**config.mk**
```make
export PLATFORM = sky130hd
export DESIGN_NAME = stack_alu_sequencer
export DESIGN_NICKNAME = d
export VERILOG_FILES = /design/src/rtl/stack_alu_sequencer.sv
export SDC_FILE = /design/constraint.sdc
export NUM_CORES = 1
export LEC_CHECK = 0
export ABC_CLOCK_PERIOD_IN_PS = 1400
export CORE_UTILIZATION = 40
export CTS_CLUSTER_SIZE = 12
export DETAILED_ROUTE_END_ITERATION = 10
export GPL_TIMING_DRIVEN = 0
export PLACE_DENSITY = 0.75
export SETUP_SLACK_MARGIN = 0.1
export SLEW_MARGIN = 15
export SYNTH_ARGS = -nofsm -noshare
export SYNTH_HDL_FRONTEND = slang
export SYNTH_SLANG_ARGS = --single-unit
```
**constraint.sdc**
```tcl
create_clock -name clk -period 1.4 [get_ports clk]
set_input_delay 0.28 -clock clk [delete_from_list [all_inputs] [get_ports clk]]
set_output_delay 0.28 -clock clk [all_outputs]
set_load 0.02 [all_outputs]
```
**src/rtl/stack_alu_sequencer.sv**
```systemverilog
// Sequencer between an instruction source and a stack-based ALU. It checks stack occupancy,
// issues legal ops as a one-cycle strobe and returns the ALU result after a fixed latency.
module stack_alu_sequencer #(
  parameter int unsigned N       = 4,
  parameter int unsigned DEPTH   = 8,
  parameter int unsigned ALU_LAT = 1
) (
  input  logic                         clk,
  input  logic                         rst,
  input  logic                         instr_valid,
  output logic                         instr_ready,
  input  logic [2:0]                   instr_op,
  input  logic [N-1:0]                 instr_data,
  output logic                         alu_en,
  output logic [2:0]                   alu_opcode,
  output logic [N-1:0]                 alu_input_data,
  input  logic [N-1:0]                 alu_output_data,
  input  logic                         alu_overflow,
  output logic                         result_valid,
  output logic [N-1:0]                 result_data,
  output logic                         result_ovf,
  output logic [$clog2(DEPTH+1)-1:0]   depth,
  output logic                         err_underflow,
  output logic                         err_full,
  output logic                         ovf_seen,
  input  logic                         err_clr
);

  localparam int unsigned DW = $clog2(DEPTH + 1);
  localparam int unsigned CW = $clog2(ALU_LAT + 1);

  localparam logic [2:0] OpAdd  = 3'b100;
  localparam logic [2:0] OpMul  = 3'b101;
  localparam logic [2:0] OpPush = 3'b110;
  localparam logic [2:0] OpPop  = 3'b111;

  typedef enum logic [1:0] {StIdle, StIssue, StWait, StDone} state_e;

  state_e          state_q, state_d;
  logic [2:0]      op_q, op_d;
  logic [N-1:0]    data_q, data_d;
  logic [DW-1:0]   depth_q, depth_d;
  logic [CW-1:0]   cnt_q, cnt_d;
  logic [N-1:0]    res_data_q, res_data_d;
  logic            res_ovf_q, res_ovf_d;
  logic            err_uf_q, err_full_q, ovf_seen_q;
  logic            set_uf, set_full, set_ovf;

  always_comb begin
    state_d        = state_q;
    op_d           = op_q;
    data_d         = data_q;
    depth_d        = depth_q;
    cnt_d          = cnt_q;
    res_data_d     = res_data_q;
    res_ovf_d      = res_ovf_q;
    set_uf         = 1'b0;
    set_full       = 1'b0;
    set_ovf        = 1'b0;
    instr_ready    = 1'b0;
    alu_en         = 1'b0;
    alu_opcode     = 3'b000;
    alu_input_data = '0;
    result_valid   = 1'b0;

    unique case (state_q)
      StIdle: begin
        instr_ready = 1'b1;
        // Ops with a clear MSB are nops and are simply consumed.
        if (instr_valid && instr_op[2]) begin
          op_d   = instr_op;
          data_d = instr_data;
          case (instr_op)
            OpAdd, OpMul: begin
              if (depth_q <= DW'(1)) set_uf = 1'b1;
              else                   state_d = StIssue;
            end
            OpPush: begin
              if (depth_q == DW'(DEPTH)) set_full = 1'b1;
              else                       state_d  = StIssue;
            end
            OpPop: begin
              if (depth_q == '0) set_uf = 1'b1;
              else               state_d = StIssue;
            end
            default: ;
          endcase
        end
      end
      StIssue: begin
        alu_en         = 1'b1;
        alu_opcode     = op_q;
        alu_input_data = data_q;
        depth_d        = (op_q == OpPush) ? depth_q + DW'(1) : depth_q - DW'(1);
        cnt_d          = CW'(ALU_LAT);
        state_d        = StWait;
      end
      StWait: begin
        cnt_d = cnt_q - CW'(1);
        if (cnt_q == CW'(1)) begin
          res_data_d = alu_output_data;
          res_ovf_d  = alu_overflow;
          state_d    = StDone;
        end
      end
      StDone: begin
        // A push result is captured but never reported.
        result_valid = (op_q != OpPush);
        set_ovf      = result_valid & res_ovf_q;
        state_d      = StIdle;
      end
      default: state_d = StIdle;
    endcase
  end

  always_ff @(posedge clk) begin
    if (rst) begin
      state_q    <= StIdle;
      op_q       <= 3'b000;
      data_q     <= '0;
      depth_q    <= '0;
      cnt_q      <= '0;
      res_data_q <= '0;
      res_ovf_q  <= 1'b0;
      err_uf_q   <= 1'b0;
      err_full_q <= 1'b0;
      ovf_seen_q <= 1'b0;
    end else begin
      state_q    <= state_d;
      op_q       <= op_d;
      data_q     <= data_d;
      depth_q    <= depth_d;
      cnt_q      <= cnt_d;
      res_data_q <= res_data_d;
      res_ovf_q  <= res_ovf_d;
      // Set beats clear when both happen in the same cycle.
      err_uf_q   <= set_uf   | (err_uf_q   & ~err_clr);
      err_full_q <= set_full | (err_full_q & ~err_clr);
      ovf_seen_q <= set_ovf  | (ovf_seen_q & ~err_clr);
    end
  end

  assign result_data   = res_data_q;
  assign result_ovf    = res_ovf_q;
  assign depth         = depth_q;
  assign err_underflow = err_uf_q;
  assign err_full      = err_full_q;
  assign ovf_seen      = ovf_seen_q;

endmodule
```
# After elaboration in Yosys (flattened, before gate mapping)
# Index checks and enable logic that the tools add are counted.
op_classes:
  n_addsub: 3
  multipliers: 0
  div: 0
  magnitude_cmp: 1
  n_eq_ne: 16
  n_shift: 0
  muxes: 24
  n_bitwise: 8
  n_reduce_logical: 8
ops:
  columns: ["cell", "count"]
  rows:
  - ["$eq 3x3->1 const B", 5]
  - ["$mux 1", 12]
  - ["$ne 3x3->1 const B", 4]
  - ["$mux 2", 5]
  - ["$mux 4", 2]
  - ["$pmux 2 s4", 1]
  - ["$pmux 2 s3", 1]
  - ["$reduce_and 6->1", 1]
  - ["$add 4x1->4 const B", 1]
  - ["$and 1x1->1", 4]
  - ["$eq 2x2->1 const B", 2]
  - ["$eq 4x4->1 const B", 1]
  - ["$le 4x1->1 const B", 1]
  - ["$logic_not 4->1", 1]
  - ["$ne 2x2->1 const B", 2]
  - ["$ne 4x1->1 const B", 1]
  - ["$pmux 1 s2", 2]
  - ["$reduce_and 2->1", 2]
  - ["$sub 4x1->4 const B", 1]
  - ["$mux 3", 1]
  - ["$or 1x1->1", 3]
  - ["$eq 2x1->1 const B", 1]
  - ["$logic_not 2->1", 1]
  - ["$reduce_bool 2->1", 1]
  - ["other kinds (4)", 4]
totals:
  register_bits: 22
  latchBits: 0
  mem_bits_rw: 0
  mem_bits_ro: 0
  in_bits: 16
  output_inout_bits: 22
  word_cells: 70
  n_memories: 0

# Depth between registers and ports, before layout
depth:
  depth_word: 6
  depth_mapped: 6
  depth_no_buf: 6

# Least setup slack after synthesis
# No wires, ideal clock.
synth_path:
  kind: "flip-flop to flip-flop"
  from: "register depth_q[0], in the netlist depth[0]"
  to: "register state_q[1]"
  arrival_ns: 1.441
  required_ns: 1.328
  slack_ns: -0.112
  path_stages_with_launch: 7
  path_buffers: 0
  period_less_slack_ns: 1.512
  path_cell_list: "dfxtp_1 inv_1 ha_1 nor2_1 o21ai_0 a211oi_2 mux2i_1"
synth_via:
  elab_chain_len: 3
synth_lines:
  columns: ["element", "line", "text"]
  rows:
  - ["start, declared", "42", "logic [DW-1:0] depth_q, depth_d;"]
  - ["start signal, assigned", "132", "depth_q <= depth_d;"]
  - ["$le 4x1->1, or another cell as far along", "75", "if (depth_q <= DW'(1)) set_uf = 1'b1;"]
  - ["$ne 3x3->1 (no source line)", null, null]
  - ["$reduce_and 6->1 (no source line) *", null, null]
  - ["end signal, assigned", "118", "state_q <= StIdle;"]
  - ["end signal, assigned", "129", "state_q <= state_d;"]
  - ["end, declared", "39", "state_e state_q, state_d;"]
# Mark *: on every way between the ends. The rest lies on a longest branch, timed or not.
# A chain may end at the register's enable or synchronous reset.

# Worst setup path after layout
layout_path:
  from: "register state_q[1]"
  to: "output alu_opcode[0]"
layout_via:
  elab_chain_len: 2
layout_lines:
  columns: ["element", "line", "text"]
  rows:
  - ["$eq 2x1->1", "66", "unique case (state_q)"]
  - ["$mux 3", "66", null]
  - ["end, declared", "15", "output logic [2:0] alu_opcode,"]
# Every way passes these cells.

==> flow_metrics.tcl <==
set metrics [dict create \
    postSynth.asyncResetShare_pct 0 \
    detail-route-antenna-nets 0 \
    powerDensity_nw_per_um2 1700 \
    synth_seq_area_share_pct 40.4 \
    rrSetupSlack_ps -140 \
    synthTopCellsByArea "dfxtp_1, ha_1, nand2_1" \
    internal_power_mw 1.78 \
    synth.distinct_cells 30 \
    finalHoldViolCount 0 \
    synth-compound-area-share_pct 13.0 \
    dr.pass1.iters 4 \
    setup_viol 12 \
    seq_power_share_pct 31.5 \
    slew_headroom_pct 81.3 \
    start_kind "flip-flop" \
    worst-path-stages 5 \
    start_util_pct 43.2 \
    seq_area_um2 460 \
    cts.sinks 22 \
    ctsRootBufferMaster "clkbuf_4" \
    clkSlewWorstSetupHoldPaths_ps 120 \
    nNetsFinal 207 \
    cp_max_fo 8 \
    synthesis.nets 155 \
    synth_most_common_cell "dfxtp_1" \
    synth_top_cell_area_share_pct 40.4 \
    dieArea_um2 2940 \
    cts.path.max_buffers 2 \
    end_kind "primary output" \
    area_growth_pct 60.7 \
    dp_hpwl_mm 1.97 \
    drive_gt1_share_pct 39.3 \
    critPathLaunch "state_q[1]$_SDFFE_PP0P_" \
    muxShareOfSynthArea_pct 3.79 \
    grt_util_met3_pct 3.67 \
    synth-simple-area-share_pct 28.1 \
    cpPeakStageDelay_ps 370 \
    p_sw_share_pct 40.2 \
    viasPerCell 5.13 \
    setup_ws_ps -163 \
    yosysWarnings 0 \
    irDropWorstVdd_v 0.00137 \
    timing.fmax_mhz 640 \
    multi_input_area_um2 699 \
    grt_usage_pct 20.8 \
    r2r_start "state_q[1]$_SDFFE_PP0P_" \
    cpMaxStageDelayCell "dfxtp_2" \
    wirelength_mm 2.88 \
    grt_max_degree 13 \
    synth_top_cell_by_area "dfxtp_1" \
    netlist_top_cells_count "dfxtp_1, nand2_1, a21oi_1" \
    fp.coreArea_um2 2520 \
    crit_chain "inv_2, ha_4, buf_6, and2_4, buf_6" \
    met1_usage_pct 24.6 \
    cp-endpoint "alu_opcode[0]" \
    cts_made_buffers 3 \
    maxCapViolations 0 \
    violations "setup timing" \
    synth-main-ff-cell "dfxtp_1" \
    hp-class "flip-flop to flip-flop" \
    status "finished, violations left" \
    crit_family "flip-flops" \
    arrival_ps 1280 \
    drc_errors 0 \
    p_total_mw 2.98 \
    antennaDiodeCount 0 \
    die_w_um 54.2 \
    clock_latency_ps 310 \
    crit_top_cell "buf_6" \
    cts_max_level 1 \
    worstPathRequired_ps 1120 \
    r2r.worst_path.cells 6 \
    synthesis.instances 132 \
    rsz0062_at_grt "yes" \
    synth_top_family_by_area "simple AND/OR/NAND/NOR gates" \
    num_vias 1093 \
    synth_xor_area_share_pct 1.61 \
    switchingPower_mw 1.20 \
    fin_crit_ps 1560 \
    synth_edf_count 0 \
    tns_ps -1550 \
    antenna_found_initial 0 \
    cts_tree "done" \
    worstSetupPathType "flip-flop to primary output" \
    gp_congestion 0.831 \
    grt_pass1_vias 952 \
    finalMaxSlewViolations 0 \
    p_clk_share_pct 12.0 \
    synth_seq_cells 22 \
    clock_skew_ps 3.21 \
    yosys.area_share.adder_pct 8.04 \
    io_pins 38 \
    avgSynthCellArea_um2 8.26 \
    syn_area_um2 1090 \
    port_buffers 37 \
    fill_cells 210 \
    p_leak_nw 0.760 \
    grt-busiest-layer "met2" \
    pwr-share-comb_pct 56.6 \
    grt.met2_usage_pct 34.6 \
    grt_overflow 0 \
    worst_pin_slew_ps 280 \
    die_h_um 54.2 \
    drt_iter0_drc 30 \
    wl_per_cell_um 13.5 \
    cts_hold_buf 0 \
    fin_crit_sh_pct 112 \
    grt_pass1_wl_mm 4.26 \
    rr_endpoint "state_q[1]$_SDFFE_PP0P_" \
    critPathBufInv 3 \
    row_count 18 \
]
==> routing by layer <==
metal	vias to the layer above	share of wire [%]
met3	8	5.7
met2	36	49
li1	543	-
met1	506	43
met5	-	0
met4	0	2.6
==> worst min-delay path by stage <==
| stage | start | to | slack, ps | depth (start not counted) |
|---|---|---|---|---|
| 6_report | data_q[1]$_SDFFE_PP0P_ | data_q[1]$_SDFFE_PP0P_ | 470 | 2 |
| 5_1_grt | data_q[2]$_SDFFE_PP0P_ | data_q[2]$_SDFFE_PP0P_ | 480 | 2 |
| 4_1_cts | result_data[0]$_SDFFE_PP0P_ | result_data[0]$_SDFFE_PP0P_ | 470 | 2 |
| 3_5_place_dp | data_q[0]$_SDFFE_PP0P_ | data_q[0]$_SDFFE_PP0P_ | 450 | 2 |
| 3_3_place_gp | data_q[1]$_SDFFE_PP0P_ | data_q[1]$_SDFFE_PP0P_ | 440 | 2 |
| 2_1_floorplan | instr_data[0] | data_q[0]$_SDFFE_PP0P_ | 420 | 2 |
==> worst reg2reg max path, stage by stage (launching register included) <==
cell and delay (ps):
dfxtp_2 350, buf_4 150, ha_4 150, clkbuf_8 130, a22o_1 240, a211oi_2 250, mux2i_1 210
==> stage by stage <==
stage	utilization [%]	setup WS [ps]	instance area [µm²]	std cells	hold WS, ps
3_5_place_dp	60.3	-445	1520	199	445
6_report	69.4	-163	1750	213	467
5_1_grt	69.4	-198	1750	213	480
4_1_cts	67.1	-169	1690	210	467
3_3_place_gp	60.3	-401	1520	199	437
2_1_floorplan	-	16.2	1110	132	416
==> final cells by class <==
type / instances / share of cell area (%)
inverter: 6 / 1.29
timing repair buffer: 47 / 25.4
clock buffer: 4 / 2.07
multi-input combinational: 98 / 39.9
sequential: 22 / 26.3
buffer: 6 / 2.86
tap: 30 / 2.14
==> flip-flops by register name, summed over array words and instances (netlist names) <==
name and count:
result_ovf 1, cnt_q 1, result_data 4, data_q 4, err_underflow 1, op_q 3, state_q 2, depth 4
ovf_seen 1, err_full 1
==> power groups by stage <==
stage	clock network (mW)	registers (mW)	logic, mW
5_1_grt	0.382	0.949	1.81
3_5_place_dp	0	0.929	1.32
2_1_floorplan	0	0.973	0.826
6_report	0.356	0.937	1.68
4_1_cts	0.364	0.941	1.53
3_3_place_gp	0	0.921	1.27
==> logic make-up (layout without fill, tap and decap cells) <==
logic type / count (synthesis) / after routing
multiplexers: 4 / 4
AO/OA/AOI/OAI: 23 / 23
XOR/XNOR: 2 / 2
AND/OR/NAND/NOR: 62 / 62
adder cells (fa/ha/maj): 7 / 7
flip-flops: 22 / 22
buffers and inverters: 12 / 63
==> cells in the final DEF (no fill, tap or decap), drive strengths merged <==
cell	n
dfxtp	22
buf	22
nand2	21
clkdlybuf4s50	15
a21oi	14
nor2	13
clkbuf	12
and2	8
nand3	8
clkdlybuf4s15	8
ha	7
inv	6
nor3	4
nand2b	3
mux2i	3
a22oi	2
a31o	2
o21ai	2
nand3b	1
nand4b	1
and3	1
mux2	1
xor2	1
xnor2	1
a22o	1
a211oi	1
o21a	1
or3	1
or2b	1
==> what timing repair did <==
item	4_1_cts	5_1_grt
pin swaps	4	4
setup endpoints to repair	40	43
gates resized for setup	104	25
setup buffers	7	3
Note: power is estimated with default switching activity, not from simulation.
